==> config.mk <==
export PLATFORM = sky130hd
export DESIGN_NAME = port_ingress_fifo
export DESIGN_NICKNAME = d
export VERILOG_FILES = /design/src/rtl/port_ingress_fifo.sv
export SDC_FILE = /design/constraint.sdc
export NUM_CORES = 1
export LEC_CHECK = 0
export ABC_AREA = 1
export BUFFER_PORTS_ARGS = -buffer_cell sky130_fd_sc_hd__buf_2
export CORE_MARGIN = 3
export CORE_UTILIZATION = 50
export DETAILED_ROUTE_END_ITERATION = 10
export PLACE_DENSITY = 0.74
export SKIP_LAST_GASP = 1
export SYNTH_ARGS = -nofsm -noshare
export SYNTH_HDL_FRONTEND = slang
export SYNTH_SLANG_ARGS = --single-unit
==> constraint.sdc <==
create_clock -name clk -period 2.3 [get_ports clk]
set_clock_uncertainty 0.15 [all_clocks]
set_input_delay 0 -clock clk [delete_from_list [all_inputs] [get_ports clk]]
set_output_delay 0 -clock clk [all_outputs]
set_load 0.01 [all_outputs]
==> src/rtl/port_ingress_fifo.sv <==
// -----------------------------------------------------------------------------
// port_ingress_fifo
//
// Per-port ingress buffer placed in front of one switch port. Host packets
// (source, target, data) are checked for legality and stored in a DEPTH-entry
// FIFO. Packets are presented to the switch port in order through a
// show-ahead valid/ready interface. Malformed packets, and packets that arrive
// while the FIFO is full with no pop in that cycle, are dropped. Each drop
// produces a one-cycle drop_pulse one cycle later.
//
// Optional feature macro: INGRESS_DROP_CNT_EN
//   defined   -> drop_cnt port with an 8-bit saturating drop counter
//   undefined -> no drop_cnt port and no counter; all other behaviour is the same
//
// Ports
//   clk         in   clock; all state changes on the rising edge
//   rst         in   synchronous active-high reset
//   in_valid    in   host packet present this cycle (the host sees no backpressure)
//   in_source   in   one-hot source address
//   in_target   in   one-hot target address
//   in_data     in   payload
//   out_valid   out  head packet available (!empty)
//   out_source  out  head source, 0 when empty
//   out_target  out  head target, 0 when empty
//   out_data    out  head payload, 0 when empty
//   out_ready   in   switch port consumes the head this cycle
//   count       out  number of stored packets
//   full        out  count == DEPTH
//   empty       out  count == 0
//   drop_pulse  out  high for the cycle after each drop
//   drop_cnt    out  saturating drop counter (only with INGRESS_DROP_CNT_EN)
// -----------------------------------------------------------------------------
module port_ingress_fifo #(
    parameter int DATA_WIDTH = 16,
    parameter int ADDR_WIDTH = 4,
    parameter int DEPTH      = 4
) (
    input  logic                       clk,
    input  logic                       rst,
    input  logic                       in_valid,
    input  logic [ADDR_WIDTH-1:0]      in_source,
    input  logic [ADDR_WIDTH-1:0]      in_target,
    input  logic [DATA_WIDTH-1:0]      in_data,
    output logic                       out_valid,
    output logic [ADDR_WIDTH-1:0]      out_source,
    output logic [ADDR_WIDTH-1:0]      out_target,
    output logic [DATA_WIDTH-1:0]      out_data,
    input  logic                       out_ready,
    output logic [$clog2(DEPTH):0]     count,
    output logic                       full,
    output logic                       empty,
`ifdef INGRESS_DROP_CNT_EN
    output logic [7:0]                 drop_cnt,
`endif
    output logic                       drop_pulse
);

    localparam int PTR_W = $clog2(DEPTH);
    localparam int CNT_W = PTR_W + 1;

    localparam logic [PTR_W-1:0] PTR_ONE   = PTR_W'(1'b1);
    localparam logic [CNT_W-1:0] CNT_ONE   = CNT_W'(1'b1);
    localparam logic [CNT_W-1:0] CNT_ZERO  = {CNT_W{1'b0}};
    localparam logic [CNT_W-1:0] CNT_DEPTH = CNT_W'(DEPTH);

    // True when exactly one bit is set: non-zero, and clearing the lowest
    // set bit leaves nothing.
    function automatic logic is_onehot(input logic [ADDR_WIDTH-1:0] v);
        logic [ADDR_WIDTH-1:0] v_minus_one;
        v_minus_one = v - {{(ADDR_WIDTH-1){1'b0}}, 1'b1};
        return (v != {ADDR_WIDTH{1'b0}}) && ((v & v_minus_one) == {ADDR_WIDTH{1'b0}});
    endfunction

    // Storage (not reset; validity comes from count)
    logic [ADDR_WIDTH-1:0] src_mem_r  [DEPTH];
    logic [ADDR_WIDTH-1:0] tgt_mem_r  [DEPTH];
    logic [DATA_WIDTH-1:0] data_mem_r [DEPTH];

    logic [PTR_W-1:0] wr_ptr_r;
    logic [PTR_W-1:0] rd_ptr_r;
    logic [CNT_W-1:0] count_r;
    logic             drop_pulse_r;

    logic legal_s;
    logic empty_s;
    logic full_s;
    logic pop_s;
    logic push_s;
    logic drop_s;

    // Legality, handshake and push/pop/drop decisions for this cycle
    always_comb begin
        legal_s = 1'b0;
        empty_s = 1'b0;
        full_s  = 1'b0;
        pop_s   = 1'b0;
        push_s  = 1'b0;
        drop_s  = 1'b0;

        legal_s = is_onehot(in_source) && is_onehot(in_target) && (in_target != in_source);
        empty_s = (count_r == CNT_ZERO);
        full_s  = (count_r == CNT_DEPTH);
        // out_ready while empty is ignored
        pop_s   = !empty_s && out_ready;
        // A pop in the same cycle frees the slot a full FIFO needs
        push_s  = in_valid && legal_s && (!full_s || pop_s);
        // Illegal-and-full still counts once: every non-pushed valid is one drop
        drop_s  = in_valid && !push_s;
    end

    // Packet storage write; suppressed during reset so a push in the reset cycle is lost
    always_ff @(posedge clk) begin
        if (!rst && push_s) begin
            src_mem_r[wr_ptr_r]  <= in_source;
            tgt_mem_r[wr_ptr_r]  <= in_target;
            data_mem_r[wr_ptr_r] <= in_data;
        end
    end

    // Pointers, occupancy count and drop pulse
    always_ff @(posedge clk) begin
        if (rst) begin
            wr_ptr_r     <= {PTR_W{1'b0}};
            rd_ptr_r     <= {PTR_W{1'b0}};
            count_r      <= CNT_ZERO;
            drop_pulse_r <= 1'b0;
        end else begin
            if (push_s) begin
                wr_ptr_r <= wr_ptr_r + PTR_ONE;
            end
            if (pop_s) begin
                rd_ptr_r <= rd_ptr_r + PTR_ONE;
            end
            case ({push_s, pop_s})
                2'b10:   count_r <= count_r + CNT_ONE;
                2'b01:   count_r <= count_r - CNT_ONE;
                default: count_r <= count_r;
            endcase
            drop_pulse_r <= drop_s;
        end
    end

`ifdef INGRESS_DROP_CNT_EN
    logic [7:0] drop_cnt_r;

    // Saturating drop counter; sticks at 255
    always_ff @(posedge clk) begin
        if (rst) begin
            drop_cnt_r <= 8'd0;
        end else if (drop_s && (drop_cnt_r != 8'd255)) begin
            drop_cnt_r <= drop_cnt_r + 8'd1;
        end
    end

    assign drop_cnt = drop_cnt_r;
`endif

    // Show-ahead head, forced to zero when nothing is stored
    always_comb begin
        out_valid  = 1'b0;
        out_source = {ADDR_WIDTH{1'b0}};
        out_target = {ADDR_WIDTH{1'b0}};
        out_data   = {DATA_WIDTH{1'b0}};
        if (!empty_s) begin
            out_valid  = 1'b1;
            out_source = src_mem_r[rd_ptr_r];
            out_target = tgt_mem_r[rd_ptr_r];
            out_data   = data_mem_r[rd_ptr_r];
        end else begin
            out_valid  = 1'b0;
        end
    end

    assign count      = count_r;
    assign full       = full_s;
    assign empty      = empty_s;
    assign drop_pulse = drop_pulse_r;

endmodule

==> results of run 1 <==
area by class of cell:
| class | count | area (um^2) |
|---|---|---|
| multi-input combinational | 241 | 1140 |
| clock buffer | 11 | 131 |
| fill | 635 | 3050 |
| timing repair buffer | 93 | 673 |
| clock inverter | 5 | 55.1 |
| sequential | 106 | 3090 |
| inverter | 29 | 109 |
| tap | 105 | 131 |
kinds of logic after synthesis:
kind of cell | synth area share [%]
xor gates and xnor gates | 0.199
and+or+nand+nor | 14.0
adders and majority gates | 1.60
buffers and inverters | 4.07
DFF | 70.2
AOI/OAI and AO/OA | 9.97
report_power, final:
group | leakage, nW | switching, mW | internal (mW) | total (mW)
logic | 1.01 | 0.924 | 0.509 | 1.43
registers | 0.945 | 0.0850 | 2.14 | 2.23
clock network | 0.0909 | 0.568 | 0.501 | 1.07
worst min-delay path by stage:
stage                            from                           to  slack (ns)  depth (start not counted)
after floorplan                   rst        count[0]$_SDFFE_PP0P_       -0.08                          1
after global placement    in_data[13]  data_mem_r[3][13]$_DFFE_PP_        0.07                          1
after detailed placement  in_data[13]  data_mem_r[1][13]$_DFFE_PP_        0.08                          1
after CTS                 in_data[11]  data_mem_r[3][11]$_DFFE_PP_        0.23                          2
after global routing       in_data[9]   data_mem_r[3][9]$_DFFE_PP_        0.25                          2
final                      in_data[9]   data_mem_r[3][9]$_DFFE_PP_        0.25                          2
cells in the mapped netlist:
| cell | instances | area share [%] |
|---|---|---|
| o21ai_0 | 52 | 5.9 |
| nand2_4 | 1 | 0.26 |
| xor2_1 | 1 | 0.20 |
| nand4_2 | 1 | 0.28 |
| nand3_2 | 2 | 0.46 |
| clkbuf_1 | 9 | 0.77 |
| fa_1 | 1 | 0.46 |
| nor2_2 | 2 | 0.28 |
| buf_1 | 3 | 0.26 |
| inv_1 | 27 | 2.3 |
| nor3_1 | 1 | 0.11 |
| o211ai_2 | 1 | 0.28 |
| nor2_4 | 1 | 0.26 |
| edfxtp_1 | 96 | 66 |
| nand2_1 | 28 | 2.4 |
| nand2_2 | 3 | 0.43 |
| dfxtp_1 | 10 | 4.6 |
| ha_1 | 4 | 1.1 |
| inv_2 | 2 | 0.17 |
| nand3_1 | 4 | 0.46 |
| nor2_1 | 106 | 9.1 |
| a21oi_1 | 33 | 3.8 |
| buf_2 | 5 | 0.57 |
registers in the layout, indices dropped and copies added, names as in the netlist, named ones only:
| name | cells |
|---|---|
| tgt_mem_r | 16 |
| data_mem_r | 64 |
| rd_ptr_r | 2 |
| count | 3 |
| drop_pulse | 1 |
| wr_ptr_r | 2 |
| src_mem_r | 16 |
per-layer routing:
layer | vias up | track usage (%)
met5 | - | 0
met4 | 0 | 7.04
met3 | 10 | 3.16
met2 | 68 | 33.0
met1 | 1382 | 23.0
li1 | 1507 | -
worst register-to-register path: stages (launching register included):
cell,delay (ns)
dfxtp_1,0.43
nor2_1,0.08
nand2_1,0.09
nand2_1,0.09
inv_2,0.14
o211ai_2,0.13
inv_1,0.10
nand2_1,0.15
nor2_2,0.17
buf_12,0.21
stage by stage:
step	setup slack, ns	power (mW)	cells
finish	0.214	4.73	590
global route	0.0290	5.03	590
CTS	0.124	4.78	590
detailed placement	0.275	3.68	546
global placement	0.374	3.64	546
floorplan	-0.0993	3.13	393
timing repair:
item	4_1_cts	5_1_grt
endpoints found under the hold margin	106	0
hold buffers	28	0
setup buffers	0	0
setup endpoints to repair	0	5
gates resized for setup	0	1
==> metrics.cfg, run 1 <==
[setup_path]
rr_startpoint = count[0]$_SDFFE_PP0P_
cp_num_buf_inv = 5
cp_max_fo = 24
path_depth = 12
crit_end = data_mem_r[3][4]$_DFFE_PP_
r2r-end = data_mem_r[3][4]$_DFFE_PP_
end_kind = flop
cpMaxStageDelayCell = dlygate4sd3_1
crit_arrival_ns = 1.98
critical_path_class = input port to flop
r2r_setup_slack_ns = 0.25
cp_slowest_stage_delay_ns = 0.53
cp_cell_sequence = dlygate4sd3_1 -> buf_2 -> nor2_2 -> inv_1 -> nand2_2 -> nand3_2 -> nor2_4 -> o211ai_2 -> inv_1 -> nand2_1 -> nor2_2 -> buf_12
startpoint_type = input port
crit_required_ns = 2.20
critPathTopFamily = buffers and inverters
r2r_cells = 9
crit_path_start = in_source[3]

[floorplanning]
die_h_um = 99.7
pin_count = 59
fp.dieW_um = 99.7
initial_utilization_pct = 52.4
fp.coreArea_um2 = 8380
fp-row-count = 33
dieArea_um2 = 9950

[logic_synthesis]
ys_seq_area_share_pct = 70.2
syn_inst = 393
yosys_warnings = 0
avgSynthCellArea_um2 = 11.2
ys_ff_latch = 106
ys_types = 23
syn-num-nets = 426
synth_area_um2 = 4390

[cts]
numCtsBuffers = 9
clockRootBuffer = clkbuf_8
htreeDepth = 3
cts.sinks = 106
clk_pin_slew_ns = 0.10
cts_tree = yes
clockBufferDepth = 2
clk_latency_ns = 0.35

[status]
status = completed

[placement]
place_congestion = 0.760
port-buffer-count = 58
placed_area_um2 = 4860
dp_hpwl_um = 5510

[timing]
whs_ns = 0.249
hold_violations = 0
fin_setup_tns_ns = 0
relSlewSlack_pct = 44.0
slew_viol_final = 0
fin_crit_sh_pct = 90.7
rsz0062_at_grt = false
worst_pin_slew_ns = 0.839
min_period_ns = 2.09
setup-violations-final = 0
timing.fmax_ghz = 0.479

[detailed_routing]
highest_layer = met4
post_drt_wl_per_cell_um = 14.8
wl_met2_um = 4510
ant_nets = 0
drc = 0
wl_met3_um = 394
vias = 2967
wl_um = 8710
drtIter0Drc = 176
met1Wirelength_um = 3690
via_per_inst = 5.03
firstDrtPassIters = 4

[global_routing]
grt_pass1_wl_um = 14500
grt_max_degree = 49
grt_pass1_vias = 3037
antenna_found_initial = 0
grt_use_total_pct = 18.7
grt_overflow = 0

[power]
p_per_area_nw_per_um2 = 888
power.leakage_nw = 2.05
vdd_ir_drop_max_v = 0.000475

[min_path]
holdCritPathClass = input port to flop

[finish]
area_growth_pct = 21.3
drive_gt1_share_pct = 19.8
diodes = 0
layout.nets = 513
fin_util_pct = 63.6
finalInstanceArea_um2 = 5330
final_cell_mix = nor2_1, edfxtp_1, buf_2
final_common_cell = nor2_1

[flow_run]
max_cap_violations = 0

(Power assumes the default switching activity.)
==> run 2, diff against run 1 <==
--- a/config.mk
+++ b/config.mk
@@ -6,11 +6,11 @@
 export NUM_CORES = 1
 export LEC_CHECK = 0
 export ABC_AREA = 1
-export BUFFER_PORTS_ARGS = -buffer_cell sky130_fd_sc_hd__buf_2
 export CORE_MARGIN = 3
 export CORE_UTILIZATION = 50
 export DETAILED_ROUTE_END_ITERATION = 10
-export PLACE_DENSITY = 0.74
+export DONT_BUFFER_PORTS = 1
+export PLACE_DENSITY = 0.68
 export SKIP_LAST_GASP = 1
 export SYNTH_ARGS = -nofsm -noshare
 export SYNTH_HDL_FRONTEND = slang
==> run 2 against run 1 <==
Net effect:
- combinational power fell by 5%
- worst setup slack improved by 0.051 ns
- critical path depth fell by 6
- non-clock buffer count fell by 44
- fmax rose by 2.5%
- cell area fell by 3.8%
- total power fell by 2.9%
- clock power fell by 6%
- utilization fell by 2.4 points
- first-iteration DRC count fell by 13%
- hold slack got worse by 0.23 ns
==> metrics.cfg, run 2 (same netlist as run 1, synthesis figures left out) <==
[setup_path]
cp_max_fo = 26  ; +8.3%
cp_num_buf_inv = 2  ; -3
crit_end = out_source[1]
r2r-end = src_mem_r[1][1]$_DFFE_PP_
critPathTopFamily = flip-flops
end_kind = primary output
r2r_setup_slack_ns = 0.28  ; +0.03 ns
critical_path_class = flop to primary output
cpMaxStageDelayCell = dfxtp_4
crit_arrival_ns = 1.88  ; -0.10 ns
startpoint_type = flop
cp_cell_sequence = buf_4 -> nor2_1 -> nor2_1 -> o21ai_0 -> a21oi_1 -> buf_4
cp_slowest_stage_delay_ns = 0.54  ; about the same
path_depth = 6  ; -6
r2r_cells = 9  ; unchanged
crit_required_ns = 2.15  ; -0.05 ns
rr_startpoint = count[1]$_SDFFE_PP0P_

[detailed_routing]
drc = 0  ; unchanged
wl_um = 8640  ; -0.80%
drtIter0Drc = 154  ; -13%
ant_nets = 0  ; unchanged
post_drt_wl_per_cell_um = 15.8  ; +7.2%
firstDrtPassIters = 4  ; unchanged
vias = 2855  ; -3.8%
via_per_inst = 5.23  ; +4.0%

[power]
p_per_area_nw_per_um2 = 896  ; +0.87%
power.leakage_nw = 1.86  ; -9.3%
seqPwrFrac_pct = 48.4  ; +1.3 points
power.internal_mw = 3.02  ; -4.3%
vdd_ir_drop_max_v = 0.000459  ; -3.4%
comb_power_share_pct = 29.6  ; -0.7 points
swShare_pct = 34.3  ; +0.97 points
clock_power_share_pct = 22.0  ; -0.6 points
finalPower_mw = 4.59  ; -2.9%
p_switching_mw = 1.58  ; -0.10%

[placement]
place_congestion = 0.779  ; +2.6%
port-buffer-count = 0  ; -100%
dpl_worst_slack_ns = 0.320  ; +0.0444 ns
dp_hpwl_um = 5260  ; -4.6%
placedCellCount = 502  ; -8.1%
placed_area_um2 = 4670  ; -3.8%

[global_routing]
gr-usage-met3_pct = 3.65  ; +0.49 points
grt_max_degree = 49  ; unchanged
use_met2_pct = 30.3  ; -2.8 points
grt.busiest_layer = met2
grt_use_total_pct = 18.2  ; -0.50 points
antenna_found_initial = 0  ; unchanged
grt_pass1_vias = 2879  ; -5.2%
grt_pass1_wl_um = 14100  ; -3.1%
met1_usage_pct = 23.1  ; +0.069 points
grt_overflow = 0  ; unchanged

[finish]
final_cell_mix = nor2_1, edfxtp_1, o21ai_0
finalInstanceArea_um2 = 5130  ; -3.8%
layout.nets = 469  ; -8.6%
regMostFlops = data_mem_r
final_common_cell = nor2_1
area_growth_pct = 16.7
fin_util_pct = 61.2  ; -2.4 points
drive_gt1_share_pct = 12.2  ; -7.5 points
top_regs = data_mem_r (64), src_mem_r (16), tgt_mem_r (16)
fill_cells = 671  ; +5.7%
finalNonFillerCells = 546  ; -7.5%
largest_reg_flops = 64  ; unchanged
diodes = 0  ; unchanged

[floorplanning]
pin_count = 59  ; unchanged
fp-row-count = 33  ; unchanged
fp.dieW_um = 99.7  ; unchanged
fp.coreArea_um2 = 8380  ; unchanged
dieArea_um2 = 9950  ; unchanged
die_h_um = 99.7  ; unchanged
initial_utilization_pct = 52.4  ; unchanged

[cts]
clk_pin_slew_ns = 0.10  ; about the same
cts.sinks = 106  ; unchanged
post_cts_buffers = 0  ; unchanged
htreeDepth = 3  ; unchanged
clk_latency_ns = 0.36  ; about the same
numCtsBuffers = 9  ; unchanged
clockBufferDepth = 2  ; unchanged
cts_tree = yes
clockRootBuffer = clkbuf_8

[timing]
worst_pin_slew_ns = 0.823  ; -0.0153 ns
timing.fmax_ghz = 0.491  ; +2.5%
fin_ws_ns = 0.265  ; +0.0512 ns
fin_setup_tns_ns = 0  ; unchanged
fin_crit_sh_pct = 88.5  ; -2.2 points
relSlewSlack_pct = 45.1  ; +1.0 points
setup-violations-final = 0  ; unchanged
slew_viol_final = 0  ; unchanged
whs_ns = 0.0161  ; -0.233 ns
rsz0062_at_grt = false
hold_violations = 0  ; unchanged
min_period_ns = 2.03  ; -0.0512 ns

[min_path]
holdCritPathClass = input port to flop
min_path_cells = 6  ; +4

[status]
status = completed

[flow_run]
max_cap_violations = 0  ; unchanged

[run 2: how the worst min path moves through the flow]
stage,start,to
final,in_target[1],wr_ptr_r[1]$_SDFFE_PP0P_
after global routing,in_source[3],wr_ptr_r[1]$_SDFFE_PP0P_
after CTS,in_target[1],wr_ptr_r[1]$_SDFFE_PP0P_
after detailed placement,rst,count[0]$_SDFFE_PP0P_
after global placement,rst,count[0]$_SDFFE_PP0P_
after floorplan,rst,count[0]$_SDFFE_PP0P_
[run 2: final cells by class]
type / count / area [um^2] / area share (%)
Sequential cell: 106 / 3090 / 60.2
Multi-Input combinational cell: 241 / 1140 / 22.3
Timing Repair Buffer: 49 / 488 / 9.52
Clock buffer: 11 / 141 / 2.76
Tap cell: 105 / 131 / 2.56
Inverter: 29 / 111 / 2.17
Clock inverter: 5 / 27.5 / 0.537
[run 2: worst register-to-register path, stage by stage, from the launching register on]
cell and delay, ns:
dfxtp_1 0.34, nor2_1 0.06, nand2_1 0.14, nand2_1 0.12, inv_2 0.14, o211ai_2 0.13, inv_1 0.10, nand2_1 0.14
nor2_2 0.18, buf_12 0.21
[run 2: what timing repair did]
| item | CTS | global route |
|---|---|---|
| endpoints found under the setup margin | 0 | 14 |
| hold endpoints to repair | 106 | 0 |
| hold buffers | 28 | 0 |
| resized for setup | 0 | 3 |
[run 2: power by group through the flow]
stage,logic [mW],registers (mW),clock network (mW)
3_5_place_dp,1.30,2.26,0
2_1_floorplan,0.899,2.23,0
5_1_grt,1.52,2.24,1.10
4_1_cts,1.38,2.22,1.03
6_report,1.36,2.22,1.01
3_3_place_gp,1.28,2.26,0
[run 2: per-layer routing]
layer | share of wire (%) | wire (um)
met2 | 50 | 4360
met1 | 44 | 3790
met5 | 0 | 0
met3 | 4.1 | 357
met4 | 1.6 | 138
==> run 3, diff against run 2 <==
--- a/config.mk
+++ b/config.mk
@@ -5,7 +5,7 @@
 export SDC_FILE = /design/constraint.sdc
 export NUM_CORES = 1
 export LEC_CHECK = 0
-export ABC_AREA = 1
+export ABC_AREA = 0
 export CORE_MARGIN = 3
 export CORE_UTILIZATION = 50
 export DETAILED_ROUTE_END_ITERATION = 10
==> run 3 against run 2 <==
Net effect:
- clock power up 23%
- utilization grew 0.67 points
- non-clock buffer count down 3
- worst setup slack worse by 0.15 ns
- sequential share of layout area decreased by 0.11 points
- total power decreased by 15%
- critical endpoint is now count[2]$_SDFFE_PP0P_
- highest routed layer unchanged
==> metrics.cfg, run 3 <==
[status]
status = completed

[logic_synthesis]
yosysMostFrequentCell = edfxtp_1
ys_seq_area_share_pct = 71.5  ; +1.3 points
synth_area_leaders = edfxtp_1, mux4_2, dfxtp_1
syn_inst = 234  ; -40%
syn-num-nets = 267  ; -37%
synth_area_leader_cell = edfxtp_1
ys_types = 37  ; +61%
yosys_warnings = 0  ; unchanged
synth_area_um2 = 4310  ; -1.8%
avgSynthCellArea_um2 = 18.4  ; +65%
synth_top_area_share_pct = 66.8  ; +1.2 points
ys_ff_latch = 106  ; unchanged
synth_edf_count = 96  ; unchanged
synth-async-reset-ratio_pct = 0  ; unchanged
ys.flop_type = edfxtp_1
yosys-top-cells-count = edfxtp_1, and2_1, mux4_2

[setup_path]
cp_slowest_stage_delay_ns = 0.41  ; -0.13 ns
crit_path_start = count[2]$_SDFFE_PP0P_
crit_required_ns = 2.39  ; +0.24 ns
startpoint_type = flop
critPathTopFamily = simple AND/OR/NAND/NOR gates
rr_startpoint = count[2]$_SDFFE_PP0P_
critical_path_class = flop to flop
end_kind = flop
cp_max_fo = 5  ; -81%
crit_arrival_ns = 2.28  ; +0.40 ns
path_depth = 8  ; +2
r2r_cells = 8  ; -1
cpMaxStageDelayCell = or3_1
cp_num_buf_inv = 1  ; -1
cp_cell_sequence = or3_1 -> inv_2 -> nor2_1 -> and2_1 -> fa_2 -> a311o_1 -> o211ai_1 -> a31oi_1

[power]
power.leakage_nw = 1.67  ; -10%
vdd_ir_drop_max_v = 0.000551  ; +20%
p_per_area_nw_per_um2 = 763  ; -15%

[min_path]
holdCritPathClass = input port to flop
min_from = in_valid
min_path_cells = 5  ; -1

[detailed_routing]
wl_met2_um = 3890  ; -11%
drc = 0  ; unchanged
drtIter0Drc = 113  ; -27%
highest_layer = met4
met1Wirelength_um = 3080  ; -19%
ant_nets = 0  ; unchanged
wl_met3_um = 352  ; -1.4%
via_per_inst = 5.54  ; +5.9%
wl_um = 7450  ; -14%
vias = 2159  ; -24%
post_drt_wl_per_cell_um = 19.1  ; +21%
firstDrtPassIters = 4  ; unchanged

[floorplanning]
dieArea_um2 = 9780  ; -1.7%
initial_utilization_pct = 52.0  ; -0.43 points
die_h_um = 98.9  ; -0.85%
fp.dieW_um = 98.9  ; -0.85%
pin_count = 59  ; unchanged
fp-row-count = 33  ; unchanged
fp.coreArea_um2 = 8300  ; -0.99%

[global_routing]
antenna_found_initial = 0  ; unchanged
grt_max_degree = 26  ; -47%
grt_pass1_wl_um = 12100  ; -14%
grt_use_total_pct = 16.2  ; -2.0 points
grt_overflow = 0  ; unchanged
grt_pass1_vias = 2338  ; -19%

[cts]
cts_tree = yes
clockRootBuffer = clkbuf_8
clk_latency_ns = 0.36  ; about the same
post_cts_buffers = 0  ; unchanged
htreeDepth = 3  ; unchanged
clk_pin_slew_ns = 0.09  ; about the same
cts.sinks = 106  ; unchanged
numCtsBuffers = 9  ; unchanged
clockBufferDepth = 2  ; unchanged

[finish]
area_growth_pct = 19.0
fin_util_pct = 61.8  ; +0.67 points
diodes = 0  ; unchanged
layout.nets = 313  ; -33%
final_common_cell = edfxtp_1
regMostFlops = data_mem_r
top_regs = data_mem_r (64), src_mem_r (16), tgt_mem_r (16)
drive_gt1_share_pct = 23.9  ; +12 points
final_cell_mix = edfxtp_1, dlygate4sd3_1, and2_1
largest_reg_flops = 64  ; unchanged

[placement]
port-buffer-count = 0  ; unchanged
place_congestion = 0.829  ; +6.4%
dp_hpwl_um = 4660  ; -11%
dpl_worst_slack_ns = 0.120  ; -0.200 ns

[timing]
fin_setup_tns_ns = 0  ; unchanged
fin_crit_sh_pct = 95.2  ; +6.7 points
rsz0062_at_grt = false
hold_violations = 0  ; unchanged
timing.fmax_ghz = 0.457  ; -7.0%
worst_pin_slew_ns = 0.428  ; -0.395 ns
min_period_ns = 2.19  ; +0.154 ns
relSlewSlack_pct = 71.4  ; +26 points
fin_ws_ns = 0.112  ; -0.154 ns
setup-violations-final = 0  ; unchanged
slew_viol_final = 0  ; unchanged

[flow_run]
max_cap_violations = 0  ; unchanged

## run 3: cell families (layout without fill, tap and decap cells)
kind of cell	count (synthesis)	after routing	synth area share [%]
AO/OA/AOI/OAI	13	13	1.97
XOR/XNOR	6	6	1.22
adder cells (fa/ha/maj)	5	5	1.62
buffers and inverters	15	66	1.36
flip-flops	106	106	71.5
multiplexers	29	29	13.8
AND/OR/NAND/NOR	60	60	8.56
## run 3: worst register-to-register path: stages (launching register included)
cell	delay, ns
dfxtp_1	0.32
or3_1	0.41
inv_2	0.08
nor2_1	0.09
and2_1	0.16
fa_2	0.36
a311o_1	0.32
o211ai_1	0.09
a31oi_1	0.09
## run 3: power breakdown
group	internal, mW	switching, mW
Sequential	2.12	0.00909
Combinational	0.252	0.297
Clock	0.622	0.618
## run 3: final timing paths
path,to,slack [ns]
max,count[2]$_SDFFE_PP0P_,0.11
min,count[2]$_SDFFE_PP0P_,0.04
max reg2reg,count[2]$_SDFFE_PP0P_,0.11
min reg2reg,wr_ptr_r[1]$_SDFFE_PP0P_,0.39
## run 3: layout make-up
cell class,count,area [um^2]
well taps,105,131
fillers,604,3170
clock inverters,7,100
clock buffers,9,124
repair buffers,46,493
flip-flops and latches,106,3080
multi-input cells,113,1180
inverters,4,15.0
## run 3: routing by layer
layer  vias up  global-route usage, %
li1       1006                      -
met1      1088                   20.4
met2        55                   27.7
met3        10                   3.68
met4         0                   5.99
met5         -                      0
## run 3: metrics by stage
step           area (um^2)  power (mW)  instances  hold WS (ns)
6_report              5130        3.91        390        0.0384
4_1_cts               5130        3.96        390        0.0248
3_5_place_dp          4610        2.67        345       -0.0816
5_1_grt               5130        4.07        390        0.0672
2_1_floorplan         4320        2.56        234       -0.0511
3_3_place_gp          4610        2.67        345       -0.0815
## run 3: timing repair
| action | 4_1_cts | 5_1_grt |
|---|---|---|
| hold buffers | 29 | 0 |
| gates resized for setup | 0 | 1 |
| endpoints found under the hold margin | 106 | 0 |
| setup endpoints to repair | 0 | 3 |
